### config.mk
export PLATFORM = sky130hd
export DESIGN_NAME = add_seq_ctrl
export DESIGN_NICKNAME = d
export VERILOG_FILES = /design/src/rtl/add_seq_pkg.sv /design/src/rtl/ripple_carry_8_bit_adder.sv /design/src/rtl/add_seq_ctrl.sv
export SDC_FILE = /design/constraint.sdc
export NUM_CORES = 1
export LEC_CHECK = 0
export ABC_AREA = 0
export BUFFER_PORTS_ARGS = -buffer_cell sky130_fd_sc_hd__buf_2
export CAP_MARGIN = 20
export CORE_MARGIN = 2
export CORE_UTILIZATION = 35
export DETAILED_ROUTE_END_ITERATION = 10
export GPL_TIMING_DRIVEN = 1
export HOLD_SLACK_MARGIN = 0.15
export PLACE_DENSITY_LB_ADDON = 0.08
export SLEW_MARGIN = 30
export SYNTH_ARGS = -nofsm -noshare
export SYNTH_HDL_FRONTEND = slang
export SYNTH_SLANG_ARGS = --single-unit
export TNS_END_PERCENT = 100
### constraint.sdc
create_clock -name clk -period 4.7 [get_ports clk]
set_input_delay 0.235 -clock clk [delete_from_list [all_inputs] [get_ports clk]]
set_output_delay 0.235 -clock clk [all_outputs]
set_load 0.03 [all_outputs]
### src/rtl/add_seq_pkg.sv
// Shared types and constants for the byte-serial add controller.
package add_seq_pkg;

   localparam int unsigned BYTE_W = 8;

   typedef enum logic [1:0] {
      IDLE = 2'd0,
      RUN  = 2'd1,
      DONE = 2'd2
   } state_e;

endpackage

### src/rtl/ripple_carry_8_bit_adder.sv
// 8-bit ripple-carry adder used as the shared byte datapath of add_seq_ctrl.
module ripple_carry_8_bit_adder (
   output logic [7:0] S,
   output logic       Cout,
   input  logic [7:0] A,
   input  logic [7:0] B,
   input  logic       Cin
);

   logic c;

   always_comb begin
      S = '0;
      c = Cin;
      for (int unsigned i = 0; i < 8; i++) begin
         S[i] = A[i] ^ B[i] ^ c;
         c    = (A[i] & B[i]) | (c & (A[i] ^ B[i]));
      end
      Cout = c;
   end

endmodule

### src/rtl/add_seq_ctrl.sv
// Byte-serial wide adder: one shared 8-bit adder, one byte per clock, LSB first.
// Optional subtract support is enabled by defining ADD_SEQ_SUB_EN.
module add_seq_ctrl
   import add_seq_pkg::*;
#(
   parameter int unsigned NUM_BYTES = 4
) (
   input  logic                  clk,
   input  logic                  rst,
   input  logic                  in_valid,
   output logic                  in_ready,
   input  logic [8*NUM_BYTES-1:0] a,
   input  logic [8*NUM_BYTES-1:0] b,
   input  logic                  cin,
   input  logic                  sub,
   output logic                  out_valid,
   input  logic                  out_ready,
   output logic [8*NUM_BYTES-1:0] sum,
   output logic                  cout
);

   localparam int unsigned W     = BYTE_W * NUM_BYTES;
   localparam int unsigned IDX_W = $clog2(NUM_BYTES);
   localparam logic [IDX_W-1:0] LAST_IDX = IDX_W'(NUM_BYTES - 1);

   state_e           state_q, state_d;
   logic [IDX_W-1:0] idx_q, idx_d;
   logic             carry_q, carry_d;
   logic [W-1:0]     a_q, a_d;
   logic [W-1:0]     b_q, b_d;
   logic [W-1:0]     sum_q, sum_d;
   logic             cout_q, cout_d;

   logic [BYTE_W-1:0] a_byte, b_byte, b_add, adder_s;
   logic              adder_cout;
   logic              cin_eff;

   assign a_byte = a_q[idx_q*BYTE_W +: BYTE_W];
   assign b_byte = b_q[idx_q*BYTE_W +: BYTE_W];

`ifdef ADD_SEQ_SUB_EN
   logic sub_q, sub_d;

   // Subtract is a + ~b + 1; the latched sub overrides cin for the whole op.
   assign cin_eff = sub ? 1'b1 : cin;
   assign b_add   = sub_q ? ~b_byte : b_byte;
   assign sub_d   = (state_q == IDLE && in_valid) ? sub : sub_q;

   always_ff @(posedge clk or posedge rst) begin
      if (rst) sub_q <= 1'b0;
      else     sub_q <= sub_d;
   end
`else
   logic sub_unused;

   assign sub_unused = sub;
   assign cin_eff    = cin;
   assign b_add      = b_byte;
`endif

   ripple_carry_8_bit_adder u_adder (
      .S    (adder_s),
      .Cout (adder_cout),
      .A    (a_byte),
      .B    (b_add),
      .Cin  (carry_q)
   );

   always_comb begin
      state_d = state_q;
      idx_d   = idx_q;
      carry_d = carry_q;
      a_d     = a_q;
      b_d     = b_q;
      sum_d   = sum_q;
      cout_d  = cout_q;
      case (state_q)
         IDLE: begin
            if (in_valid) begin
               a_d     = a;
               b_d     = b;
               idx_d   = '0;
               carry_d = cin_eff;
               state_d = RUN;
            end
         end
         RUN: begin
            sum_d[idx_q*BYTE_W +: BYTE_W] = adder_s;
            carry_d = adder_cout;
            if (idx_q == LAST_IDX) begin
               cout_d  = adder_cout;
               idx_d   = '0;
               state_d = DONE;
            end else begin
               idx_d = idx_q + 1'b1;
            end
         end
         DONE: begin
            if (out_ready) state_d = IDLE;
         end
         default: state_d = IDLE;
      endcase
   end

   always_ff @(posedge clk or posedge rst) begin
      if (rst) begin
         state_q <= IDLE;
         idx_q   <= '0;
         carry_q <= 1'b0;
         a_q     <= '0;
         b_q     <= '0;
         sum_q   <= '0;
         cout_q  <= 1'b0;
      end else begin
         state_q <= state_d;
         idx_q   <= idx_d;
         carry_q <= carry_d;
         a_q     <= a_d;
         b_q     <= b_d;
         sum_q   <= sum_d;
         cout_q  <= cout_d;
      end
   end

   assign in_ready  = (state_q == IDLE);
   assign out_valid = (state_q == DONE);
   assign sum       = sum_q;
   assign cout      = cout_q;

endmodule

=== Yosys cells after proc, flatten, opt, wreduce, memory -nomap -nowiden ===
Cells that the tools add are included.

* Bits in registers: 102
* Bits of input ports: 70
* Output and inout port bits: 35

* $add $sub $neg: 2
* Equality and inequality tests: 6
* Shift-type cells: 4
* Multiplexer cells: 10
* Bitwise gates (word level): 40
* Reduce and logical (&&, ||, !) cells: 6

{| class="wikitable"
|+ Operators by type and width
! cell !! number
|-
| 32-bit by 6-bit variable part select with 8-bit output || 2
|-
| 5-bit negation with 34-bit output || 1
|-
| 8-bit by 34-bit variable shift with 32-bit output (first input constant) || 1
|-
| 8-bit by 34-bit variable part select with 32-bit output || 1
|-
| 32-bit bitwise mux || 1
|-
| 1-bit AND || 16
|-
| 1-bit bitwise XOR || 16
|-
| 2-bit two-way mux || 5
|-
| 1-bit OR || 8
|-
| 2-bit case mux with 3 select lines || 1
|-
| 2-bit AND reduction || 3
|-
| 2-bit == test (second input constant) || 2
|-
| 2-bit inequality test (second input constant) || 2
|-
| 2-bit case mux with 2 select lines || 1
|-
| 3-bit AND reduction || 1
|-
| 2-bit by 1-bit adder with 2-bit output (second input constant) || 1
|-
| 2-bit by 1-bit == test with 1-bit output (second input constant) || 1
|-
| 2-bit zero test || 1
|-
| 2-bit by 1-bit inequality test with 1-bit output (second input constant) || 1
|-
| 1-bit case mux with 2 select lines || 1
|-
| 2-bit nonzero test || 1
|-
| 1-bit two-way mux || 1
|}

=== Depth between registers and ports, before layout ===
Gate-level depths: netlist of run 1.

* Depth in word-level cells: 19
* Depth in mapped cells: 15

=== By module ===
From an unflattened synthesis of run 1, not the netlist that was laid out.

* Cell total of the unflattened synthesis: 288
* Area total of the unflattened synthesis: 4549.4 µm²

{| class="wikitable"
|+ Modules (own cells, without submodules)
! module !! times used !! cells an instance !! area an instance (µm²) !! seq. area each (µm²)
|-
| add_seq_ctrl || 1 || 270 || 4351.7 || 2552.4
|-
| ripple_carry_8_bit_adder || 1 || 18 || 197.7 || 0.0
|}

=== Worst setup path after synthesis of run 1 ===
No wires, ideal clock.

* Path type: reg-to-reg
* Start point: register idx_q[1]
* End point: register sum_q[23], in the netlist sum[23]
* Setup time: 101 ps
* Arrival time: 4277 ps
* Required time: 4599 ps
* Setup slack: 322 ps
* Stages on the path, launching flop included: 15
* Buffers on the path: 1
* Clock period less this slack: 4378 ps
* Cell sequence: dfrtp_1 > buf_2 > mux4_2 > fa_1 > fa_1 > inv_1 > fa_1 > fa_1 > inv_1 > fa_1 > fa_1 > fa_1 > fa_1 > nand2_1 > o32ai_1

* Longest elaborated chain between the ends: 19
* Elaborated cells between the ends (all ways): 43

{| class="wikitable"
|+ RTL lines
! item !! RTL line !! RTL
|-
| from (decl) || add_seq_ctrl.sv:27 || <nowiki>logic [IDX_W-1:0] idx_q, idx_d;</nowiki>
|-
| from (signal assigned) || add_seq_ctrl.sv:116 || <nowiki>idx_q <= idx_d;</nowiki>
|-
| 32-bit by 6-bit variable part select with 8-bit output (on tied branches) || add_seq_ctrl.sv:38, add_seq_ctrl.sv:39 ||
|-
| 1-bit bitwise XOR || ripple_carry_8_bit_adder.sv:16, ripple_carry_8_bit_adder.sv:17 ||
|-
| 1-bit AND || ripple_carry_8_bit_adder.sv:17 || <nowiki>c = (A[i] & B[i]) | (c & (A[i] ^ B[i]));</nowiki>
|-
| 1-bit OR || ripple_carry_8_bit_adder.sv:17 ||
|-
| 1-bit AND || ripple_carry_8_bit_adder.sv:17 ||
|-
| 1-bit OR || ripple_carry_8_bit_adder.sv:17 ||
|-
| 1-bit AND || ripple_carry_8_bit_adder.sv:17 ||
|-
| 1-bit OR || ripple_carry_8_bit_adder.sv:17 ||
|-
| (+3 left out) || -- ||
|-
| 1-bit OR || ripple_carry_8_bit_adder.sv:17 ||
|-
| 1-bit AND || ripple_carry_8_bit_adder.sv:17 ||
|-
| 1-bit OR || ripple_carry_8_bit_adder.sv:17 ||
|-
| 1-bit AND || ripple_carry_8_bit_adder.sv:17 ||
|-
| 1-bit OR || ripple_carry_8_bit_adder.sv:17 ||
|-
| 1-bit bitwise XOR || ripple_carry_8_bit_adder.sv:16 || <nowiki>S[i] = A[i] ^ B[i] ^ c;</nowiki>
|-
| 8-bit by 34-bit variable part select with 32-bit output || add_seq_ctrl.sv:88 || <nowiki>sum_d[idx_q*BYTE_W +: BYTE_W] = adder_s;</nowiki>
|-
| 32-bit bitwise mux * || add_seq_ctrl.sv:88 ||
|-
| to (signal assigned) || add_seq_ctrl.sv:120 || <nowiki>sum_q <= sum_d;</nowiki>
|-
| to (decl) || add_seq_ctrl.sv:31 || <nowiki>logic [W-1:0] sum_q, sum_d;</nowiki>
|}

Every way passes the cells marked *; elsewhere a longest branch is shown, timed or not.
A chain may end at the register's enable or synchronous reset.

=== Worst setup path in the final report of run 1 ===
* Start point: register idx_q[1]
* End point: register sum_q[15], in the netlist sum[15]

Same word-level chain as after synthesis.

==> impl_summary.txt, run 1 <==
----------------------------------------------------
[Drt]
  Router iterations before antenna repair ... 6
  DRC viols ... 0
  Post-DR wirelength/cell ... 16.9 um
  Initial DRC Count ... 121
  Vias per std cell ... 4.78
  Wire length after detailed routing ... 11300 um
  Count of nets left with antenna violations after detail routing ... 0
  Overall via count from detail_route ... 3201

[Synth]
  Synth Area in XOR/XNOR ... 0
  Share of synthesized area occupied by flip-flops and latches ... 0.537
  Yosys Warn Count ... 0
  Number of synthesized register bits ... 102
  Share of synthesized flip-flops with an asynchronous set or reset ... 1.00
  Post-synthesis compound-gate area fraction ... 0.0703
  Post-Syn Nets ... roughly 410
  Count of flip-flops with a built-in enable after synthesis ... 0
  Multiplexer share of the synthesized area ... 0.232
  Main combinational cell family by area after synthesis ... multiplexers
  Number of cells produced by synthesis ... 325
  Arithmetic-cell share of the synthesized area counting full adders, half adders and majority gates ... 0.0495
  Main synth FF type ... dfrtp_1
  Leading post-synthesis cells by cell area ... dfrtp_1 (54%), mux2_2 (16%), mux4_2 (7.6%)
  Synth area leader ... dfrtp_1
  Yosys top cell area share ... 0.537
  Cell area after synthesis ... 4750 sq um
  Cell variety after synth ... 31
  Post-Synth Simple-Gate Area ... 0.0508
  Synthesized area divided by synthesized cell count ... 14.6 sq um

[Die]
  Top Ports ... roughly 110
  Horizontal die dimension ... 121 um
  Starting Density ... 0.359
  Row count ... 42
  Chip height ... 121 um
  Die footprint ... 14500 sq um
  Area of the core ... around 13000 sq um

[Clock network]
  Clock-pin slew on the worst setup and hold paths ... around 70 ps
  H-tree depth ... 3
  Library cell used as clock root buffer ... clkbuf_16
  Post-CTS Hold Fix Bufs ... 65
  Post-cts repair resize count ... 0
  CTS tree ... done
  Total clock buffers created by CTS ... 9
  Number of post-CTS setup repair buffers ... 0
  Clock sink total ... 102
  Maximum number of buffers from clock root to sink ... 2
  Clk Latency, worst-skew pair ... between 300 and 400 ps

[STA]
  RSZ-0062 raised after global routing ... false
  Count of pins over their slew limit ... 0
  Final period utilization ... 0.928
  Maximum clock frequency ... 229 MHz
  Fin. Hold Viols ... 0
  Pin slew with the least headroom to its limit ... 840 ps
  Final setup TNS ... 0 ps
  Post-Route Skew ... slightly above 6 ps
  Min Clock Period, post-route ... 4360 ps
  Final setup violation count ... 0
  Worst slew margin ... 0.440

[Global routing]
  Antenna violations before repair ... 0
  GR Overflow Total ... 0
  Number of global-route vias before repair ... ~3400
  Largest net degree at the start of global routing ... 65
  Global-route wire length before repair ... 18100 um
  Total routing usage reported by global routing ... 0.166

[Setup path]
  Category of the worst setup path capture point ... flop
  Critical setup path kind ... reg -> reg
  Kind of start point of the critical path ... flop
  Master of the slowest instance on the critical path ... fa_1
  Largest stage delay on the critical path ... between 600 and 700 ps
  Most frequent cell on the critical path ... fa_1
  Maximum fanout along the worst path ... 8
  Required time of the critical path ... 4950 ps
  Arrival time of the worst setup path ... 4610 ps
  Cells traversed along the worst timing path ... buf_4, mux4_2, fa_1, fa_1, inv_1, fa_1, fa_1, inv_1, fa_1, fa_1, fa_1, fa_1, nand2_1, o32ai_1

[Cells and area]
  Fill cell total of the finished layout ... about 1300
  Final antenna diode count ... 0
  Ratio of cells with drive above 1 in the final layout ... 0.436
  Area growth, synth to finish ... 32.6%
  Number of non-filler instances in the completed layout ... around 670
  Commonest non-fill, non-tap cells in the layout ... buf_2 (103), dfrtp_1 (102), mux2_2 (66), dlygate4sd3_1 (66), inv_1 (28)
  Net count reported at finish ... 572
  Commonest non-fill, non-tap cell in the layout ... buf_2
  Post-layout util ... 0.476

[Placement]
  Input/output buffers ... 103
  DPL Wire Length ... 7640 um
  Cell count after placement ... 587
  Weighted congestion reported at the end of routability-driven placement ... 0.727

[Pwr]
  Internal power ... approximately 2.8 mW
  Power density over the cells ... 752 nW/um^2
  Share of total power consumed by net switching ... 0.412
  Max IR drop VDD ... 0.469 mV
  Combinational share of power ... 0.542
  Register share of total power ... 0.314
  Clock network power share ... 0.144
  Net switching power figure ... 1.95 mW
  Total power of the final layout ... around 4.7 mW
  Pleak ... 2.84 nW

[Hold path]
  Worst Hold Class ... in -> reg

[Outcome]
  Outcome ... completed

[Run]
  Number of maximum-capacitance constraint violations ... 0

----------------------------------------------------
[metrics by stage]
| step | cell area, sq um | setup slack [ps] | hold slack, ps |
|---|---|---|---|
| floorplan | 4750 | 322 | 343 |
| global placement | 5370 | 381 | 416 |
| detailed placement | 5370 | 369 | 418 |
| CTS | 6290 | 332 | 151 |
| global route | 6300 | 58.5 | 168 |
| finish | 6300 | 338 | 166 |
[state kept, by name, indices dropped and copies added, names as in the netlist]
name	flops
state_q	2
idx_q	2
a_q	32
b_q	32
cout	1
sum	32
carry_q	1
[cells in the mapped netlist, types with 3 or more instances]
cell type / n
mux2_2: 66
buf_6: 9
clkbuf_1: 5
inv_1: 29
fa_1: 8
mux4_2: 16
dfrtp_1: 102
nand2b_1: 8
ha_1: 6
nand2_1: 13
buf_4: 3
o32ai_1: 16
a32o_1: 15
buf_2: 6
[worst paths after layout]
kind,from,to,slack (ps),depth (start not counted)
worst max-delay path,idx_q[1],sum[15],340,14
worst min-delay path,in_valid,state_q[0],170,3
worst max register to register,idx_q[1],sum[15],340,14
worst min register to register,sum[5],sum[5],500,1
max in group asynchronous,rst,b_q[22],3060,4
min in group asynchronous,rst,a_q[21],560,3
[final cells by class]
type	count	area (sq um)	share of cell area
Timing Repair Buffer	176	1230	0.195
Clock inverter	5	25.0	0.00397
Inverter	29	111	0.0177
Multi-Input combinational cell	170	1920	0.305
Tap cell	176	220	0.0349
Sequential cell	102	2550	0.405
Clock buffer	11	243	0.0385
[cell families after synthesis]
kind of cell    count (synthesis)
compound gates                 37
fa+ha+maj                      14
buf+inv                        53
flops                         102
mux                            82
simple gates                   37
[worst max-delay path, delay by kind of cell (launching register included)]
family / cells / cell delay [ps]
AO/OA/AOI/OAI: 1 / 220
adder cells (fa/ha/maj): 8 / 2890
buffers and inverters: 3 / 350
flip-flops: 1 / 370
multiplexers: 1 / 340
AND/OR/NAND/NOR: 1 / 80
[power groups by stage]
stage / Sequential [mW] / Combinational (mW) / Clock (mW)
4_1_cts: 1.49 / 2.60 / 0.705
2_1_floorplan: 1.57 / 1.68 / 0
3_3_place_gp: 1.50 / 2.54 / 0
5_1_grt: 1.54 / 2.78 / 0.742
3_5_place_dp: 1.51 / 2.55 / 0
6_report: 1.49 / 2.57 / 0.682
[layer usage]
metal / GRT usage / routed length (um) / vias to the layer above / part of all wire
met1: 0.222 / 5140 / 1601 / 0.46
met2: 0.267 / 5510 / 74 / 0.49
met4: 0.0690 / 225 / 0 / 0.020
li1: - / - / 1512 / -
met3: 0.0297 / 401 / 14 / 0.036
met5: 0 / 0 / - / 0
Note: power is estimated with default switching activity, not from simulation.
==> run 2, diff against run 1 <==
--- a/config.mk
+++ b/config.mk
@@ -8,7 +8,6 @@
 export ABC_AREA = 0
 export BUFFER_PORTS_ARGS = -buffer_cell sky130_fd_sc_hd__buf_2
 export CAP_MARGIN = 20
-export CORE_MARGIN = 2
 export CORE_UTILIZATION = 35
 export DETAILED_ROUTE_END_ITERATION = 10
 export GPL_TIMING_DRIVEN = 1
==> run 2 against run 1 <==
Against the previous run:
- worst hold slack improved by 68 ps
- setup slack worse by 42 ps
- register-to-register slack worse by 40 ps
- critical endpoint is now sum[23]
- highest routed layer unchanged
- routed wire length fell by 2.4%
- via count grew 0.94%
- flip-flop and latch count unchanged
- critical path type unchanged
- sequential power about the same
- first-iteration DRC count rose by 33%
==> impl_summary.txt, run 2 (same netlist as run 1, synthesis figures left out) <==
----------------------------------------------------
[Outcome]
  Outcome ... completed

[Setup path]
  R2R setup slack ... 300 ps (-40 ps)
  Crit path max-delay family ... adder cells
  Logic depth of the worst setup path including buffers ... 13 (-1)
  Capture point of the worst path ... sum[23]
  Required time of the critical path ... 4950 ps (about the same)
  Critical setup path kind ... reg -> reg
  Most frequent cell on the critical path ... fa_1
  Category of the worst setup path capture point ... flop
  Cells traversed along the worst timing path ... mux4_2, fa_1, fa_1, inv_1, fa_1, fa_1, inv_1, fa_1, fa_1, fa_1, fa_1, nand2_1, o32ai_1
  Arrival time of the worst setup path ... 4650 ps (+40 ps)
  Sum of buffers and inverters on the critical path ... 2 (-1)
  Start point of the critical path ... idx_q[1]
  Master of the slowest instance on the critical path ... fa_1
  Capture instance of the worst register-to-register path ... sum[23]
  Maximum fanout along the worst path ... 4 (-4)
  Reg2Reg Launch Point ... idx_q[1]
  Kind of start point of the critical path ... flop
  Largest stage delay on the critical path ... 620 ps (about the same)
  Worst Reg2Reg Path Length in Cells ... 13 (-1)

[Die]
  Starting Density ... 0.359 (unchanged)
  Area of the core ... 13200 sq um (unchanged)
  Horizontal die dimension ... 119 um (-1.7%)
  Row count ... 42 (unchanged)
  Chip height ... 119 um (-1.7%)
  Top Ports ... 105 (unchanged)
  Die footprint ... 14000 sq um (-3.3%)

[Clock network]
  H-tree depth ... 3 (unchanged)
  Clock sink total ... 102 (unchanged)
  Maximum number of buffers from clock root to sink ... 2 (unchanged)
  Clk Latency, worst-skew pair ... 350 ps (about the same)
  Library cell used as clock root buffer ... clkbuf_16
  Clock-pin slew on the worst setup and hold paths ... 70 ps (about the same)
  CTS tree ... done
  Number of post-CTS setup repair buffers ... 0 (unchanged)
  Total clock buffers created by CTS ... 9 (unchanged)

[Pwr]
  Internal power ... 2.86 mW (+2.6%)
  Clock network power share ... 0.159 (+0.015)
  Net switching power figure ... 1.95 mW (about the same)
  Power density over the cells ... 758 nW/um^2 (+0.81%)
  Share of total power consumed by net switching ... 0.406 (-0.00603)
  Pleak ... 2.85 nW (+0.18%)
  Register share of total power ... 0.309 (-0.005)
  Max IR drop VDD ... 0.401 mV (-15%)
  Total power of the final layout ... 4.81 mW (+1.5%)
  Combinational share of power ... 0.532 (-0.010)

[Drt]
  DRC viols ... 0 (unchanged)
  Router iterations before antenna repair ... 4 (-2)
  Highest layer used for signal routing ... met4
  Detailed-routed wire length on met2 ... 5490 um (-0.42%)
  Initial DRC Count ... 161 (+33%)
  Overall via count from detail_route ... 3231 (+0.94%)
  Wire length after detailed routing ... 11000 um (-2.4%)
  Metal1 wirelength ... 4910 um (-4.5%)
  Post-DR wirelength/cell ... 16.5 um (-2.2%)
  Vias per std cell ... 4.84 (+1.1%)
  Count of nets left with antenna violations after detail routing ... 0 (unchanged)
  Detailed route wirelength on metal3 ... 497 um (+24%)

[STA]
  Final Worst Setup Slack ... 296 ps (-42.0 ps)
  Post-Route Skew ... 8.13 ps (+1.95 ps)
  Worst slack on hold paths ... 234 ps (+67.8 ps)
  Maximum clock frequency ... 227 MHz (-0.95%)
  Fin. Hold Viols ... 0 (unchanged)
  Count of pins over their slew limit ... 0 (unchanged)
  RSZ-0062 raised after global routing ... false
  Final setup TNS ... 0 ps (unchanged)
  Pin slew with the least headroom to its limit ... 845 ps (+5.04 ps)
  Final setup violation count ... 0 (unchanged)
  Min Clock Period, post-route ... 4400 ps (+42.0 ps)
  Worst slew margin ... 0.437 (-0.00336)
  Final period utilization ... 0.937 (+0.00893)

[Global routing]
  Total routing usage reported by global routing ... 0.172 (+0.00579)
  GR Overflow Total ... 0 (unchanged)
  Largest net degree at the start of global routing ... 70 (+7.7%)
  Antenna violations before repair ... 0 (unchanged)
  Global-route wire length before repair ... 18200 um (+0.76%)
  Number of global-route vias before repair ... 3392 (+0.089%)

[Placement]
  Worst setup slack before clock tree synthesis ... 289 ps (-79.4 ps)
  Input/output buffers ... 103 (unchanged)
  DPL Wire Length ... 7450 um (-2.4%)
  Weighted congestion reported at the end of routability-driven placement ... 0.702 (-3.4%)

[Cells and area]
  Commonest non-fill, non-tap cells in the layout ... buf_2 (103), dfrtp_1 (102), dlygate4sd3_1 (67), mux2_2 (66), inv_1 (28)
  Net count reported at finish ... 571 (-0.17%)
  Multi-input combinational cell area ... 1920 sq um (unchanged)
  Fill cell total of the finished layout ... 1291 (-0.62%)
  Area growth, synth to finish ... 33.5%
  Area of all sequential standard cells ... 2550 sq um (unchanged)
  Commonest non-fill, non-tap cell in the layout ... buf_2
  Post-layout util ... 0.479 (+0.00340)
  Final antenna diode count ... 0 (unchanged)
  Ratio of cells with drive above 1 in the final layout ... 0.431 (-0.00521)

[Hold path]
  Start point of the worst min-delay path ... cin
  Worst Hold Class ... in -> reg

[Run]
  Number of maximum-capacitance constraint violations ... 0 (unchanged)

----------------------------------------------------
[run 2: cell count changes in the layout (fill, tap and decap cells not counted)]
| cell | delta |
|---|---|
| clkinv_2 | -4 |
| buf_4 | -3 |
| buf_12 | +1 |
| bufinv_16 | +1 |
| clkbuf_1 | +1 |
| clkbuf_8 | +1 |
| clkinvlp_4 | +1 |
| dlygate4sd3_1 | +1 |
| inv_4 | -1 |
| inv_6 | +1 |
[run 2: final cells by class]
cell class / count / area share
Sequential cell: 102 / 0.402
Clock inverter: 3 / 0.00670
Inverter: 29 / 0.0179
Timing Repair Buffer: 175 / 0.195
Multi-Input combinational cell: 170 / 0.303
Tap cell: 176 / 0.0347
Clock buffer: 13 / 0.0410
[run 2: power groups by stage]
stage	clock [mW]	sequential, mW	combinational, mW
final	0.765	1.48	2.56
after global routing	0.818	1.54	2.80
after CTS	0.784	1.49	2.61
after detailed placement	0	1.51	2.56
after global placement	0	1.50	2.53
after floorplan	0	1.57	1.68
[run 2: worst reg2reg max path, cell delays in order (launching register included)]
cell and delay [ps]:
dfrtp_1 410, mux4_2 540, fa_1 410, fa_1 360, inv_1 80, fa_1 190, fa_1 170, inv_1 50
fa_1 380, fa_1 390, fa_1 400, fa_1 620, nand2_1 80, o32ai_1 230
[run 2: timing repair]
| item | CTS | global route |
|---|---|---|
| hold endpoints to repair | 133 | 1 |
| setup endpoints to repair | 0 | 0 |
| hold buffers | 66 | 1 |
| gates resized for setup | 0 | 0 |
[run 2: layer usage]
layer / vias to the layer above / global-route usage
met5: - / 0
met4: 0 / 0.0475
met3: 9 / 0.0463
met2: 80 / 0.280
met1: 1640 / 0.224
li1: 1502 / -
[run 2: stage by stage]
step | area (sq um) | instances
finish | 6350 | 668
floorplan | 4750 | 325
global route | 6350 | 668
global placement | 5370 | 585
CTS | 6330 | 667
detailed placement | 5370 | 585
[run 2: worst min path at each step]
stage | to | slack (ps) | cells past startpoint
after floorplan | state_q[1] | 340 | 1
after global placement | state_q[1] | 450 | 2
after detailed placement | state_q[1] | 450 | 2
after CTS | state_q[0] | 150 | 3
after global routing | carry_q | 240 | 3
final | carry_q | 230 | 3
==> run 3, diff against run 2 <==
--- a/config.mk
+++ b/config.mk
@@ -13,7 +13,6 @@
 export GPL_TIMING_DRIVEN = 1
 export HOLD_SLACK_MARGIN = 0.15
 export PLACE_DENSITY_LB_ADDON = 0.08
-export SLEW_MARGIN = 30
 export SYNTH_ARGS = -nofsm -noshare
 export SYNTH_HDL_FRONTEND = slang
 export SYNTH_SLANG_ARGS = --single-unit
==> constraint.sdc (replaced) <==
create_clock -name clk -period 4.6 [get_ports clk]
set_input_delay 0.23 -clock clk [delete_from_list [all_inputs] [get_ports clk]]
set_output_delay 0.23 -clock clk [all_outputs]
set_load 0.03 [all_outputs]
==> run 3 against run 2 <==
Against the previous run:
- flip-flop and latch count unchanged
- clock power grew 6.3%
- register-to-register slack got worse by 90 ps
- combinational power is 4% higher
- sequential share of layout area shrank 0.10 points
- cell count decreased by 0.15%
- highest routed layer unchanged
==> impl_summary.txt, run 3 (same netlist as run 1, synthesis figures left out) <==
----------------------------------------------------
[Drt]
  Highest layer used for signal routing ... met4
  Detailed route wirelength on metal3 ... 490 um (-1.4%)
  Vias per std cell ... 4.83 (-0.22%)
  Detailed-routed wire length on met2 ... 5490 um (about the same)
  Count of nets left with antenna violations after detail routing ... 0 (unchanged)
  Overall via count from detail_route ... 3219 (-0.37%)
  Metal1 wirelength ... 4920 um (+0.16%)
  Wire length after detailed routing ... 11100 um (+0.75%)
  Initial DRC Count ... 186 (+16%)
  Router iterations before antenna repair ... 4 (unchanged)
  Post-DR wirelength/cell ... 16.6 um (+0.90%)
  DRC viols ... 0 (unchanged)

[Clock network]
  CTS tree ... done
  Clk Latency, worst-skew pair ... 350 ps (about the same)
  H-tree depth ... 3 (unchanged)
  Clock sink total ... 102 (unchanged)
  Maximum number of buffers from clock root to sink ... 2 (unchanged)
  Clock-pin slew on the worst setup and hold paths ... 70 ps (about the same)
  Total clock buffers created by CTS ... 9 (unchanged)
  Library cell used as clock root buffer ... clkbuf_16

[STA]
  Worst slack on hold paths ... 172 ps (-62.4 ps)
  Min Clock Period, post-route ... 4390 ps (-12.2 ps)
  Final setup violation count ... 0 (unchanged)
  Post-Route Skew ... 5.18 ps (-2.95 ps)
  Maximum clock frequency ... 228 MHz (+0.28%)
  Count of pins over their slew limit ... 0 (unchanged)
  Final period utilization ... 0.955 (+0.0177)
  RSZ-0062 raised after global routing ... false
  Worst slew margin ... 0.449 (+0.0121)
  Fin. Hold Viols ... 0 (unchanged)
  Pin slew with the least headroom to its limit ... 826 ps (-18.2 ps)
  Final setup TNS ... 0 ps (unchanged)

[Die]
  Top Ports ... 105 (unchanged)
  Die footprint ... 14000 sq um (unchanged)
  Row count ... 42 (unchanged)
  Chip height ... 119 um (unchanged)
  Starting Density ... 0.359 (unchanged)
  Horizontal die dimension ... 119 um (unchanged)
  Area of the core ... 13200 sq um (unchanged)

[Pwr]
  Clock network power share ... 0.163 (+0.004)
  Share of total power consumed by net switching ... 0.401 (-0.00419)
  Internal power ... 2.98 mW (+4.3%)
  Power density over the cells ... 783 nW/um^2 (+3.3%)
  Pleak ... 2.86 nW (+0.34%)
  Combinational share of power ... 0.532 (about the same)
  Register share of total power ... 0.305 (-0.004)
  Max IR drop VDD ... 0.482 mV (+20%)
  Net switching power figure ... 2.00 mW (+2.5%)

[Setup path]
  Reg2Reg Launch Point ... idx_q[1]
  Most frequent cell on the critical path ... fa_1
  Required time of the critical path ... 4850 ps (-100 ps)
  Critical setup path kind ... reg -> reg
  Crit path max-delay family ... adder cells
  R2R setup slack ... 210 ps (-90 ps)
  Sum of buffers and inverters on the critical path ... 2 (unchanged)
  Largest stage delay on the critical path ... 610 ps (about the same)
  Worst Reg2Reg Path Length in Cells ... 13 (unchanged)
  Kind of start point of the critical path ... flop
  Arrival time of the worst setup path ... 4640 ps (about the same)
  Master of the slowest instance on the critical path ... fa_2
  Maximum fanout along the worst path ... 4 (unchanged)
  Category of the worst setup path capture point ... flop
  Capture instance of the worst register-to-register path ... sum[15]
  Cells traversed along the worst timing path ... mux4_2, fa_1, fa_1, inv_1, fa_1, fa_1, inv_1, fa_1, fa_1, fa_1, fa_2, nand2_1, o32ai_1
  Logic depth of the worst setup path including buffers ... 13 (unchanged)

[Hold path]
  End of the worst hold path ... state_q[0]
  Worst Hold Class ... in -> reg
  Start point of the worst min-delay path ... in_valid
  Number of cells traversed by the worst hold path ... 3 (unchanged)

[Cells and area]
  Ratio of cells with drive above 1 in the final layout ... 0.434 (+0.00291)
  Commonest non-fill, non-tap cell in the layout ... buf_2
  Net count reported at finish ... 570 (-0.18%)
  Commonest non-fill, non-tap cells in the layout ... buf_2 (103), dfrtp_1 (102), mux2_2 (66), dlygate4sd3_1 (66), inv_1 (28)
  Fill cell total of the finished layout ... 1253 (-2.9%)
  Final antenna diode count ... 0 (unchanged)
  Area growth, synth to finish ... 33.9%

[Placement]
  Weighted congestion reported at the end of routability-driven placement ... 0.719 (+2.4%)
  DPL Wire Length ... 7500 um (+0.57%)
  Input/output buffers ... 103 (unchanged)

[Global routing]
  Number of global-route vias before repair ... 3405 (+0.38%)
  Largest net degree at the start of global routing ... 65 (-7.1%)
  Global-route wire length before repair ... 18100 um (-0.64%)
  Antenna violations before repair ... 0 (unchanged)
  GR Overflow Total ... 0 (unchanged)
  Total routing usage reported by global routing ... 0.172 (+0.000547)

[Outcome]
  Outcome ... completed

[Run]
  Number of maximum-capacitance constraint violations ... 0 (unchanged)

----------------------------------------------------
## run 3: final cells by class
cell class	instances	area (sq um)	share of cell area
Clock buffer	12	246	0.0387
Sequential cell	102	2550	0.401
Timing Repair Buffer	174	1240	0.195
Tap cell	176	220	0.0346
Inverter	29	111	0.0175
Clock inverter	4	70.1	0.0110
Multi-Input combinational cell	170	1920	0.302
## run 3: worst reg2reg max path, delay by kind of cell, from the launching register on
kind	cells	cell delay, ps
compound gates	1	220
fa+ha+maj	8	2930
simple gates	1	60
buf+inv	2	120
mux	1	540
flops	1	410
## run 3: metal layers
layer  vias up  track usage
met5         -            0
met4         0       0.0649
met3        14       0.0434
met2        85        0.280
met1      1626        0.221
li1       1494            -
## run 3: through the flow
| step | std cells | power [mW] | instance area (sq um) | worst slack [ps] | utilization |
|---|---|---|---|---|---|
| after global placement | 585 | 4.13 | 5380 | 248 | 0.406 |
| final | 667 | 4.98 | 6360 | 208 | 0.480 |
| after floorplan | 325 | 3.32 | 4750 | 222 | - |
| after CTS | 667 | 5.03 | 6360 | 194 | 0.480 |
| after global routing | 667 | 5.34 | 6360 | 1.96 | 0.480 |
| after detailed placement | 585 | 4.16 | 5380 | 207 | 0.406 |
## run 3: what timing repair did
action                                  4_1_cts  5_1_grt
setup buffers                                 0        0
gates resized for setup                       0        1
endpoints found under the setup margin        0        1
hold buffers                                 66        0
hold endpoints to repair                    115        0
## run 3: worst max path at each step
stage | start | endpoint | slack, ps
after CTS | idx_q[1] | sum[23] | 190
final | idx_q[1] | sum[15] | 210
after global placement | idx_q[1] | sum[23] | 250
after global routing | idx_q[1] | sum[15] | 2
after floorplan | idx_q[1] | sum[23] | 220
after detailed placement | idx_q[1] | sum[15] | 210
## run 3: power groups by stage
stage	registers [mW]	logic, mW	clock network (mW)
floorplan	1.60	1.72	0
global placement	1.53	2.60	0
detailed placement	1.54	2.62	0
CTS	1.52	2.67	0.838
global route	1.57	2.89	0.876
finish	1.52	2.65	0.813
